$ cat config.mk
export PLATFORM = sky130hd
export DESIGN_NAME = dds_cmd_ctrl
export DESIGN_NICKNAME = d
export VERILOG_FILES = /design/src/rtl/dds_ctrl_pkg.sv /design/src/rtl/dds_byte_timer.sv /design/src/rtl/dds_cmd_ctrl.sv
export SDC_FILE = /design/constraint.sdc
export NUM_CORES = 1
export LEC_CHECK = 0
export CAP_MARGIN = 20
export CORE_MARGIN = 3
export CORE_UTILIZATION = 40
export DETAILED_ROUTE_END_ITERATION = 10
export PLACE_DENSITY_LB_ADDON = 0.08
export SYNTH_ARGS = -nofsm -noshare
export SYNTH_HDL_FRONTEND = slang
export SYNTH_SLANG_ARGS = --single-unit
$ cat constraint.sdc
create_clock -name clk -period 2.2 [get_ports clk]
set_input_delay 0.22 -clock clk [delete_from_list [all_inputs] [get_ports clk]]
set_output_delay 0.22 -clock clk [all_outputs]
set_load 0.01 [all_outputs]
$ cat src/rtl/dds_ctrl_pkg.sv
// dds_ctrl_pkg: shared definitions for the DDS command controller.
//   - command codes for the UART framing (SETFREQ, SETWF)
//   - parser state enum
//   - is_cmd(): recognises a valid command byte
// Optional feature macro: CMD_CHECKSUM_EN adds the trailing checksum state.
package dds_ctrl_pkg;

  localparam logic [7:0] CMD_SETFREQ = 8'h01;
  localparam logic [7:0] CMD_SETWF   = 8'h02;

  typedef enum logic [2:0] {
    ST_IDLE,
    ST_CHAN,
    ST_WAVE,
`ifdef CMD_CHECKSUM_EN
    ST_ACC,
    ST_CHK
`else
    ST_ACC
`endif
  } parse_state_t;

  function automatic logic is_cmd(input logic [7:0] b);
    return (b == CMD_SETFREQ) || (b == CMD_SETWF);
  endfunction

endpackage

$ cat src/rtl/dds_byte_timer.sv
// dds_byte_timer: inter-byte timeout for the command parser.
// Down-counter loaded on clear; expired is high while running and the
// count has reached zero, i.e. TIMEOUT_CYC cycles after the last clear.
//   clk     : clock
//   rst     : asynchronous active-low reset
//   clear   : reload the counter (a byte was accepted)
//   run     : count while a frame is in progress
//   expired : terminal count reached while running
module dds_byte_timer #(
  parameter int TIMEOUT_CYC = 2000000
) (
  input  logic clk,
  input  logic rst,
  input  logic clear,
  input  logic run,
  output logic expired
);

  localparam int CNT_W = $clog2(TIMEOUT_CYC);

  logic [CNT_W-1:0] cnt;

  // Loading TIMEOUT_CYC-1 makes the terminal count land on the
  // TIMEOUT_CYC-th cycle after the byte that cleared it.
  always_ff @(posedge clk or negedge rst) begin
    if (!rst) begin
      cnt <= '0;
    end else if (clear) begin
      cnt <= CNT_W'(TIMEOUT_CYC - 1);
    end else if (run && (cnt != '0)) begin
      cnt <= cnt - CNT_W'(1);
    end
  end

  assign expired = run && (cnt == '0);

endmodule

$ cat src/rtl/dds_cmd_ctrl.sv
// dds_cmd_ctrl: UART byte-stream command parser driving per-channel DDS
// waveform select and phase-accumulator adder values.
// Frame: CMD, CH, WF, [ACC_W/8 adder bytes MSB first for SETFREQ], [CHK].
// Ports:
//   clk, rst          : clock, asynchronous active-low reset
//   rx_data, rx_valid : received byte and its one-cycle strobe
//   wf                : CHANNELS x 8-bit waveform select, channel n at [8n+7:8n]
//   adder             : CHANNELS x ACC_W adder values
//   upd               : one-cycle per-channel commit pulse
//   err               : one-cycle frame-error pulse (bad channel, bad CHK, timeout)
//   busy              : frame in progress
// Optional feature macro: CMD_CHECKSUM_EN (trailing XOR checksum byte).
//
// state | meaning
// IDLE  | waiting for a valid command byte, other bytes ignored
// CHAN  | waiting for channel byte
// WAVE  | waiting for waveform byte
// ACC   | collecting adder bytes (SETFREQ only)
// CHK   | waiting for checksum byte (CMD_CHECKSUM_EN only)
module dds_cmd_ctrl
  import dds_ctrl_pkg::*;
#(
  parameter int CHANNELS    = 2,
  parameter int ACC_W       = 32,
  parameter int ADDER_RST   = 1073741,
  parameter int TIMEOUT_CYC = 2000000
) (
  input  logic                      clk,
  input  logic                      rst,
  input  logic [7:0]                rx_data,
  input  logic                      rx_valid,
  output logic [CHANNELS*8-1:0]     wf,
  output logic [CHANNELS*ACC_W-1:0] adder,
  output logic [CHANNELS-1:0]       upd,
  output logic                      err,
  output logic                      busy
);

  localparam int NB   = ACC_W / 8;
  localparam int BC_W = (NB > 1) ? $clog2(NB) : 1;
  localparam logic [BC_W-1:0] BC_LAST = BC_W'(NB - 1);

  parse_state_t state, state_nxt;

  logic [CHANNELS-1:0][7:0]       wf_r;
  logic [CHANNELS-1:0][ACC_W-1:0] adder_r;
  logic [7:0]       cmd_sh, ch_sh, wf_sh, wf_fin;
  logic [ACC_W-1:0] acc_sh, acc_shift, acc_fin;
  logic [BC_W-1:0]  bcnt;
  logic accept, data_done, finish, timeout, expired, chk_ok, frame_ok;
`ifdef CMD_CHECKSUM_EN
  logic [7:0] xor_sh;
`endif

  dds_byte_timer #(.TIMEOUT_CYC(TIMEOUT_CYC)) u_timer (
    .clk     (clk),
    .rst     (rst),
    .clear   (accept),
    .run     (state != ST_IDLE),
    .expired (expired)
  );

  assign wf    = wf_r;
  assign adder = adder_r;
  assign busy  = (state != ST_IDLE);

  // Without a checksum byte the frame ends on the WF or last adder byte,
  // so the committed value must include the byte arriving this cycle.
  assign acc_shift = (acc_sh << 8) | ACC_W'(rx_data);
  assign wf_fin    = (state == ST_WAVE) ? rx_data : wf_sh;
  assign acc_fin   = (state == ST_ACC) ? acc_shift : acc_sh;
`ifdef CMD_CHECKSUM_EN
  assign chk_ok = (rx_data == xor_sh);
`else
  assign chk_ok = 1'b1;
`endif
  assign frame_ok = (ch_sh < 8'(CHANNELS)) && chk_ok;

  always_ff @(posedge clk or negedge rst) begin
    if (!rst) state <= ST_IDLE;
    else      state <= state_nxt;
  end

  always_comb begin
    state_nxt = state;
    accept    = 1'b0;
    data_done = 1'b0;
    finish    = 1'b0;
    timeout   = 1'b0;
    case (state)
      ST_IDLE: if (rx_valid && is_cmd(rx_data)) begin
        accept    = 1'b1;
        state_nxt = ST_CHAN;
      end
      ST_CHAN: if (rx_valid) begin
        accept    = 1'b1;
        state_nxt = ST_WAVE;
      end
      ST_WAVE: if (rx_valid) begin
        accept = 1'b1;
        if (cmd_sh == CMD_SETFREQ) state_nxt = ST_ACC;
        else                       data_done = 1'b1;
      end
      ST_ACC: if (rx_valid) begin
        accept = 1'b1;
        if (bcnt == BC_LAST) data_done = 1'b1;
      end
`ifdef CMD_CHECKSUM_EN
      ST_CHK: if (rx_valid) begin
        accept    = 1'b1;
        finish    = 1'b1;
        state_nxt = ST_IDLE;
      end
`endif
      default: state_nxt = ST_IDLE;
    endcase
    if (data_done) begin
`ifdef CMD_CHECKSUM_EN
      state_nxt = ST_CHK;
`else
      finish    = 1'b1;
      state_nxt = ST_IDLE;
`endif
    end
    // A byte arriving on the expiry cycle wins over the timeout.
    if ((state != ST_IDLE) && !rx_valid && expired) begin
      timeout   = 1'b1;
      state_nxt = ST_IDLE;
    end
  end

  always_ff @(posedge clk or negedge rst) begin
    if (!rst) begin
      wf_r    <= '0;
      adder_r <= {CHANNELS{ACC_W'(ADDER_RST)}};
      upd     <= '0;
      err     <= 1'b0;
      cmd_sh  <= '0;
      ch_sh   <= '0;
      wf_sh   <= '0;
      acc_sh  <= '0;
      bcnt    <= '0;
`ifdef CMD_CHECKSUM_EN
      xor_sh  <= '0;
`endif
    end else begin
      upd <= '0;
      err <= 1'b0;
      if (accept) begin
        case (state)
          ST_IDLE: cmd_sh <= rx_data;
          ST_CHAN: ch_sh  <= rx_data;
          ST_WAVE: begin
            wf_sh <= rx_data;
            bcnt  <= '0;
          end
          ST_ACC: begin
            acc_sh <= acc_shift;
            bcnt   <= bcnt + BC_W'(1);
          end
          default: ;
        endcase
`ifdef CMD_CHECKSUM_EN
        xor_sh <= (state == ST_IDLE) ? rx_data : (xor_sh ^ rx_data);
`endif
      end
      if (finish) begin
        if (frame_ok) begin
          for (int n = 0; n < CHANNELS; n++) begin
            if (ch_sh == 8'(n)) begin
              wf_r[n] <= wf_fin;
              if (cmd_sh == CMD_SETFREQ) adder_r[n] <= acc_fin;
              upd[n] <= 1'b1;
            end
          end
        end else begin
          err <= 1'b1;
        end
      end
      if (timeout) err <= 1'b1;
      // Shadow data never outlives its frame.
      if (finish || timeout) begin
        cmd_sh <= '0;
        ch_sh  <= '0;
        wf_sh  <= '0;
        acc_sh <= '0;
        bcnt   <= '0;
`ifdef CMD_CHECKSUM_EN
        xor_sh <= '0;
`endif
      end
    end
  end

endmodule
* After elaboration in Yosys (flattened, before gate mapping) *
Index checks and enable logic that the tools add are counted.

storage, ports and cells
  register bits after elaboration = 165
  bits in latches = 0
  memory bits (writable) = 0
  bits in read-only memories = 0
  input port bits = 11
  memories kept = 0

operators by class
  add/subtract/negate cells = 2
  multiply operators = 0
  divide/modulo/power cells = 0
  order comparisons = 1
  eq/ne operators = 13
  shifts and indexed selects = 0
  multiplexer cells = 41
  bitwise gates (word level) = 1
  reduce and logical (&&, ||, !) cells = 27

operators by type and width
  kind                   count
  $mux 32                3
  $mux 8                 9
  $mux 21                2
  $or 32x8->32           1
  $eq 8x1->1 const B     3
  $logic_not 21->1       1
  $reduce_bool 21->1     1
  $sub 21x1->21 const B  1
  $mux 3                 6
  $mux 1                 13
  $pmux 3 s4             1
  $eq 8x2->1 const B     1
  $logic_not 8->1        1
  $lt 8x2->1 const B     1
  $mux 2                 4
  $ne 4x4->1 const B     2
  $reduce_and 4->1       2
  $reduce_bool 2->1      4
  $eq 3x2->1 const B     2
  $reduce_and 2->1       3
  $reduce_and 3->1       2
  $reduce_bool 3->1      2
  $logic_and 1x1->1      5
  $reduce_and 5->1       1
  12 further kinds       14

* Logic depth before layout (Yosys ltp) *
Gate-level depths: netlist of the first run.

  depth after elaboration = 8
  gate-level depth with buffers = 11
  gate-level depth less buffers = 7

* Hierarchy *
Synthesis of the first run repeated with hierarchy kept, for this count alone.

unflattened totals
  cell total of the unflattened synthesis = 631
  area, all modules = 7803.7 µm²

modules (own cells, without submodules)
  module          instances  cells each  area an instance (µm²)
  dds_cmd_ctrl    1          511         6630.1
  dds_byte_timer  1          120         1173.6

* Least setup slack after synthesis of the first run *
Ideal clock, no wire load.

  path type = flip-flop to flip-flop
  start point = reg state[0]
  end point = reg ch_sh[2]
  library setup time = 0.120 ns
  data arrival time = 1.936 ns
  required time = 2.080 ns
  path slack = 0.144 ns
  cell stages (with the launch flop) = 12
  path buffers = 4
  period minus slack after synthesis = 2.056 ns
  cell sequence = dfrtp_1 inv_1 ha_1 buf_2 nor4_4 nand2_1 nor3_2 or2_1 buf_2 buf_6 buf_6 nor2_1

on the way
  cells in the longest elaborated chain, start to end = 7
  elaborated cells on any way between the ends = 18
  those cells by class = 3 x eq/ne; 5 x mux; 10 x reduce/logical

ends and longest elaborated chain
  element                                             line                 text
  start: declaration                                  dds_cmd_ctrl.sv:43   parse_state_t state, state_nxt;
  start signal: assignment                            dds_cmd_ctrl.sv:81   else state <= state_nxt;
  branches (longest 7 deep; another with $eq 3x2->1)  --
  end signal: assignment                              dds_cmd_ctrl.sv:152  ST_CHAN: ch_sh <= rx_data;
  end: declaration                                    dds_cmd_ctrl.sv:47   logic [7:0] cmd_sh, ch_sh, wf_sh, wf_fin;

Several ways; the timed one is not identified.
A chain may end at the register's enable or synchronous reset.

* Worst setup path in the final report of the first run *
  start point = reg ch_sh[5]
  end point = reg adder_r, in the netlist adder[48]

on the way
  cells in the longest elaborated chain, start to end = 2
  elaborated cells on any way between the ends = 3
  those cells by class = 1 x order compare; 1 x eq/ne; 1 x reduce/logical

ends and longest elaborated chain
  element                                          line                                     text
  $lt 8x2->1 / $eq 8x1->1 (equally long branches)  dds_cmd_ctrl.sv:77, dds_cmd_ctrl.sv:170
  $reduce_and 4->1 (no line) (*)                   --
  end signal: assignment                           dds_cmd_ctrl.sv:135                      adder_r <= {CHANNELS{ACC_W'(ADDER_RST)}};
  end signal: indexed assignment                   dds_cmd_ctrl.sv:172                      if (cmd_sh == CMD_SETFREQ) adder_r[n] <= acc_fin;
  end: declaration                                 dds_cmd_ctrl.sv:46                       logic [CHANNELS-1:0][ACC_W-1:0] adder_r;

Every way passes the cells marked *; elsewhere a longest branch is shown, timed or not.

==> results of run 1 <==
-- state kept, by name, indices dropped and copies added, names as in the netlist --
signal / count
ch_sh: 8
upd: 2
cmd_sh: 8
u_timer.cnt: 21
acc_sh: 32
state: 2
wf_sh: 8
wf: 16
adder: 64
err: 1
bcnt: 2
-- final cells by class --
| cell class | instances | share of cell area [%] |
|---|---|---|
| clock buffers | 20 | 4.75 |
| well taps | 225 | 3.06 |
| multi-input cells | 492 | 30.6 |
| repair buffers | 129 | 14.5 |
| clock inverters | 12 | 1.93 |
| flip-flops and latches | 164 | 44.9 |
| inverters | 7 | 0.286 |
-- cells in the final DEF (no fill, tap or decap), types with 3 or more instances in the layout --
cell             netlist  layout
dfrtp_1              148     148
nand2_1              132     132
clkdlybuf4s50_1        0      92
a21oi_1               83      83
nor2_1                75      74
o21ai_0               46      46
mux2i_1               45      45
buf_4                  0      24
clkbuf_16              0      17
dfstp_2               16      16
nand3_1               12      12
a32oi_1               11      11
buf_12                 0      10
xnor2_1                9       9
inv_1                  7       7
nor3_1                 8       7
nor4_1                 7       6
ha_1                   7       6
or3_1                  6       5
o21ai_1                5       5
nor4_4                 4       4
bufinv_16              0       4
nor4b_2                3       3
xor2_1                 3       3
clkinv_2               0       3
clkbuf_1              15       3
-- how the worst min path moves through the flow --
| stage | cells past startpoint | from | slack (ns) | endpoint |
|---|---|---|---|---|
| 4_1_cts | 2 | rst | 0.25 | adder[57]$_DFFE_PN0P_ |
| 6_report | 2 | rst | 0.25 | adder[61]$_DFFE_PN0P_ |
| 3_3_place_gp | 1 | rst | 0.14 | adder[57]$_DFFE_PN0P_ |
| 2_1_floorplan | 0 | rst | -0.08 | acc_sh[0]$_DFFE_PN0P_ |
| 5_1_grt | 2 | rst | 0.27 | adder[61]$_DFFE_PN0P_ |
| 3_5_place_dp | 1 | rst | 0.14 | adder[57]$_DFFE_PN0P_ |
-- per-layer routing --
metal	track usage (%)	vias to the layer above	wire, um
met4	6.73	0	371
met1	24.0	2611	7580
met5	0	-	0
met2	29.1	84	8170
li1	-	2653	-
met3	3.54	24	500
-- Yosys cell counts, types with 2 or more instances --
cell type / instances
nor3b_1: 2
nor4_1: 7
o21ai_0: 46
xnor2_1: 9
nor2_1: 75
and3_1: 2
a21oi_1: 83
buf_1: 3
nand3_1: 12
nand2_1: 132
or4_1: 2
nor3_1: 8
a211o_1: 2
o211ai_1: 2
clkbuf_1: 15
buf_6: 3
nor4_4: 4
inv_1: 7
dfrtp_1: 148
nor4b_2: 3
dfstp_2: 16
or3_1: 6
ha_1: 7
nor2b_1: 2
mux2i_1: 45
a32oi_1: 11
o21ai_1: 5
buf_2: 23
xor2_1: 3
-- power groups by stage --
stage	registers, uW	logic (uW)	clock network (uW)
4_1_cts	3890	2610	3190
2_1_floorplan	3910	1580	0
6_report	3880	2570	3100
3_3_place_gp	3920	2550	0
3_5_place_dp	3940	2610	0
5_1_grt	3960	2840	3340
-- stage by stage --
step | instances | instance area [sq um] | util [%] | hold slack, ns
2_1_floorplan | 707 | 7160 | - | -0.0756
3_3_place_gp | 1015 | 8540 | 49.1 | 0.136
3_5_place_dp | 1015 | 8540 | 49.1 | 0.140
4_1_cts | 1048 | 9170 | 52.6 | 0.247
5_1_grt | 1049 | 9190 | 52.8 | 0.274
6_report | 1049 | 9190 | 52.8 | 0.254
-- logic make-up (layout without fill, tap and decap cells) --
kind of cell | Yosys count | count (layout) | synth area share (%)
adder cells (fa/ha/maj) | 7 | 7 | 1.22
XOR/XNOR | 12 | 12 | 1.47
multiplexers | 45 | 45 | 6.29
buffers and inverters | 51 | 168 | 3.39
AND/OR/NAND/NOR | 268 | 268 | 17.6
AO/OA/AOI/OAI | 160 | 160 | 12.4
flip-flops | 164 | 164 | 57.6
-- what timing repair did --
item,4_1_cts,5_1_grt
hold endpoints to repair,33,0
resized for setup,1,4
hold buffers,1,0
buffers inserted,0,1
endpoints found under the setup margin,1,13
pin swaps,0,2
==> metrics.md, run 1 <==
| Metric | Value |
|---|---|
| Status | complete, no violations |
| Register area | 4120 sq um |
| R2R Setup Slk | between 0.2 and 0.25 ns |
| Most area-consuming cells after synthesis | dfrtp_1, nand2_1, mux2i_1 |
| Switching Share | 31.8% |
| Maximum clock rate | 501 MHz |
| Final setup viols | 0 |
| Element type at the critical path start | register |
| Setup TNS | 0 ns |
| Worst slack, placed | 0.0648 ns |
| R2R depth | 6 |
| N_diodes | 0 |
| Clock-pin slew on the worst setup and hold paths | ~0.060 ns |
| Final worst path period need | 2.00 ns |
| Via-to-Cell Ratio | roughly 5.1 |
| Worst-path cell chain | nor4_1, nand3_1, or3_2, buf_12, nand2_1, o21ai_0 |
| Comb power frac | approximately 27% |
| Worst min-delay path class | in2async |
| RSZ-0062 raised after global routing | false |
| Crit path capture | adder[48]$_DFFE_PN0P_ |
| Setup WS post-layout | 0.204 ns |
| Htree depth | 4 |
| VDD IR max | 0.719 mV |
| Slowest stage delay, CP | 0.47 ns |
| Starting Density | 41.1% |
| Power per cell area | just over 1000 nW/um^2 |
| Most used DFF post-synth | dfrtp_1 |
| Area leader, netlist | dfrtp_1 |
| FILL cells | 1574 |
| Largest net degree at the start of global routing | 82 |
| I/O pin total | 95 |
| Syn Area/Cell | approximately 10 sq um |
| Vias | ~5400 |
| Post-synth net total | 725 |
| Die ar. | 19500 sq um |
| Antenna Nets Post-Route | 0 |
| Capturing point of the worst reg2reg path | adder[48]$_DFFE_PN0P_ |
| Post-synth top area share | 51.7% |
| Clock power share | 32.5% |
| Wirelength, routed | ~17000 um |
| Post-DP HPWL | 11500 um |
| Yosys warning count | 0 |
| Layout cell share with drive strength beyond 1 | 12.0% |
| Core area | 17400 sq um |
| Post-Syn Instances | 707 |
| Critical path endpoint category | register |
| Critical Path AT | 2.29 ns |
| Gr usage total | 18.0% |
| IO buf count | between 90 and 100 |
| Die Ht | 140 um |
| Post-synth EDFFs | 0 |
| Initial antenna violation count | 0 |
| CP max-delay cell | or3_2 |
| Flops & latches, synth | 164 |
| Max-cap violation count | 0 |
| Leakage power | 0.00385 uW |
| Clk root buf | clkbuf_16 |
| Sw power | 3040 uW |
| Global-route wire length before repair | 28500 um |
| Slew headroom | 71.3% |
| Die Wd | around 140 um |
| Iter 0 DRT Violations | between 300 and 400 |
| Clock buffer depth | 2 |
| Area of the multi-input gates | 2820 sq um |
| Pwr Total | 9560 uW |
| Mapped Area | between 7000 and 8000 sq um |
| Worst Setup SP | ch_sh[5]$_DFFE_PN0P_ |
| CTS tree | built |
| Unique masters post-synth | 53 |
| CP bufs+invs | 1 |
| Max-slew violations | 0 |
| Drt drc | 0 |
| GRT overflow | 0 |
| Top Family by Delay on Critical Path | simple AND/OR/NAND/NOR gates |
| Clk sinks | between 150 and 200 |
| DR WL/cell | 15.8 um |
| Worst skew pair latency | 0.42 ns |
| Worst Path Max Fanout | 64 |
| Post-synth ARST share | between 90% and 100% |
| Period Utilization, post-route | 90.7% |
| CP required | 2.49 ns |
| Final Hold Vio Count | 0 |
| Vias in the first global route | approximately 5400 |
| Synth-to-layout area growth | 28.4% |
| Worst clock skew | 0.0102 ns |
| Gpl congestion | 0.815 |
| Reg-to-Reg Start | ch_sh[5]$_DFFE_PN0P_ |
| Seq pwr share | about two fifths |
| Crit path depth | 6 |
| DRT Pass-1 Iters | 4 |
| Sequential share of the synthesized area | 57.6% |
| CP Class | reg2reg |
| Nets | 829 |
| Rows | 48 |
| Internal | roughly 6500 uW |
| TritonCTS buffer count | 17 |
| Slew at the pin closest to its max-slew limit | 0.428 ns |
Note: power is estimated with default switching activity, not from simulation.
==> run 2, diff against run 1 <==
--- a/config.mk
+++ b/config.mk
@@ -9,7 +9,8 @@
 export CORE_MARGIN = 3
 export CORE_UTILIZATION = 40
 export DETAILED_ROUTE_END_ITERATION = 10
-export PLACE_DENSITY_LB_ADDON = 0.08
+export HOLD_SLACK_MARGIN = 0.05
+export PLACE_DENSITY = 0.69
 export SYNTH_ARGS = -nofsm -noshare
 export SYNTH_HDL_FRONTEND = slang
 export SYNTH_SLANG_ARGS = --single-unit
==> constraint.sdc (replaced) <==
create_clock -name clk -period 2.34 [get_ports clk]
set_input_delay 0.234 -clock clk [delete_from_list [all_inputs] [get_ports clk]]
set_output_delay 0.234 -clock clk [all_outputs]
set_load 0.01 [all_outputs]
==> run 2 against run 1 <==
  * Sequential share of layout area grew 0.33 points
  * Critical path depth is the same
  * Clock skew is essentially flat
  * Flip-flop and latch count is the same
  * Power shrank 7.1%
  * Core utilization shrank 0.38 points
  * Largest power group unchanged
  * Highest routed layer unchanged
==> metrics.md, run 2 (synthesized netlist as in run 1, its figures left out) <==
| Metric | Value |
|---|---|
| Status | complete, no violations |
| Via-to-Cell Ratio | 5.14 |
| Antenna Nets Post-Route | 0 |
| Clock-pin slew on the worst setup and hold paths | 0.07 ns |
| Htree depth | 4 |
| Post-CTS Setup Inserts | 0 |
| Maximum clock rate | 462 MHz |
| Starting Density | 41.1% |
| Synth-to-layout area growth | 27.5% |
| Max-slew violations | 0 |
| WL met1 | around 8300 um |
| Final worst path period need | 2.16 ns |
| Critical path endpoint category | register |
| Element type at the critical path start | register |
| Worst clock skew | 0.0103 ns |
| Gr usage total | 17.5% |
| Most frequent cells in the layout | dfrtp_1, nand2_1, clkdlybuf4s50_1 |
| Finished layout cell area | 9130 sq um |
| Global-route wire length before repair | 27900 um |
| Top Family by Delay on Critical Path | simple AND/OR/NAND/NOR gates |
| Final Hold Vio Count | 0 |
| Drt drc | 0 |
| CP required | 2.70 ns |
| Die Ht | 140 um |
| Slew at the pin closest to its max-slew limit | around 0.53 ns |
| Setup TNS | 0 ns |
| Final setup viols | 0 |
| Max-cap violation count | 0 |
| GRT overflow | 0 |
| Met2 WL | 7100 um |
| Wirelength, routed | 16300 um |
| CP max-delay cell | or4_1 |
| Slew headroom | 64.7% |
| Leakage power | 0.00382 uW |
| DR WL/cell | roughly 16 um |
| Period Utilization, post-route | 92.5% |
| Post-DP HPWL | between 10000 and 15000 um |
| Nets | 828 |
| Layout cell share with drive strength beyond 1 | 12.0% |
| CP bufs+invs | 1 |
| Max reg flops | 64 |
| DRT Pass-1 Iters | 4 |
| Worst-path cell chain | inv_1, ha_1, nor4_4, nand4_1, or4_1, nand3_1 |
| FILL cells | 1569 |
| Gpl congestion | 0.807 |
| CTS tree | built |
| Clock buffer depth | 2 |
| Clk sinks | approximately 160 |
| Max Used Layer | met4 |
| CP Class | reg2reg |
| TritonCTS buffer count | 17 |
| I/O pin total | 95 |
| Worst Path Max Fanout | 7 |
| Die ar. | 19500 sq um |
| Worst skew pair latency | roughly 0.43 ns |
| Iter 0 DRT Violations | 302 |
| Clk root buf | clkbuf_16 |
| Met3 wire len | 713 um |
| Die Wd | ~140 um |
| Largest net degree at the start of global routing | 65 |
| RSZ-0062 raised after global routing | false |
| Initial antenna violation count | 0 |
| Vias | about 5400 |
| Power per cell area | 973 nW/um^2 |
| Rows | between 40 and 50 |
| Vias in the first global route | 5260 |
| Slowest stage delay, CP | 0.56 ns |
| N_diodes | 0 |
| Placed Area | 8510 sq um |
| IO buf count | 94 |
| Critical Path AT | 2.52 ns |
| VDD IR max | 0.646 mV |
| Worst min-delay path class | in2async |
| Core area | 17400 sq um |
| Commonest non-fill, non-tap cell in the layout | dfrtp_1 |
-- run 2: worst paths after layout --
path,from,cells after the start,end,slack (ns)
max in group asynchronous,rst,3,adder[45]$_DFFE_PN1P_,1.25
worst max-delay path,state[0]$_DFFE_PN0P_,6,u_timer.cnt[19]$_DFFE_PN0P_,0.18
worst min register to register,adder[32]$_DFFE_PN1P_,2,adder[32]$_DFFE_PN1P_,0.48
worst max register to register,state[0]$_DFFE_PN0P_,6,u_timer.cnt[19]$_DFFE_PN0P_,0.18
worst min-delay path,rst,2,adder[56]$_DFFE_PN0P_,0.35
min in group clk,adder[32]$_DFFE_PN1P_,2,adder[32]$_DFFE_PN1P_,0.48
-- run 2: report_power, final --
| group | total, uW | internal [uW] | leakage (uW) | switching [uW] |
|---|---|---|---|---|
| clock network | 2820 | 1610 | 0.000288 | 1220 |
| registers | 3640 | 3290 | 0.00214 | 349 |
| logic | 2420 | 1040 | 0.00140 | 1370 |
-- run 2: final cells by class --
type	instances	area, sq um	area share (%)
flip-flops and latches	164	4120	45.2
repair buffers	128	1290	14.1
clock inverters	14	166	1.82
multi-input cells	492	2810	30.8
clock buffers	18	429	4.70
inverters	7	26.3	0.288
well taps	225	282	3.08
-- run 2: layer usage --
layer / up-vias / GRT usage, %
met5: - / 0
met4: 0 / 4.64
met3: 16 / 4.26
met2: 122 / 25.1
met1: 2605 / 26.7
li1: 2644 / -
-- run 2: metrics by stage --
step	instances	utilization (%)	total power, uW	hold WS [ns]	worst slack, ns
finish	1048	52.4	8880	0.354	0.176
global route	1048	52.4	9430	0.397	0.0307
detailed placement	1015	48.8	6120	0.241	0.154
CTS	1048	52.3	8960	0.348	0.0532
floorplan	707	-	5160	-0.0616	0.284
global placement	1015	48.8	6080	0.237	0.172
-- run 2: timing repair --
item,in CTS,in global routing
hold endpoints to repair,43,0
setup endpoints to repair,0,49
hold buffers,1,0
resized for setup,0,4
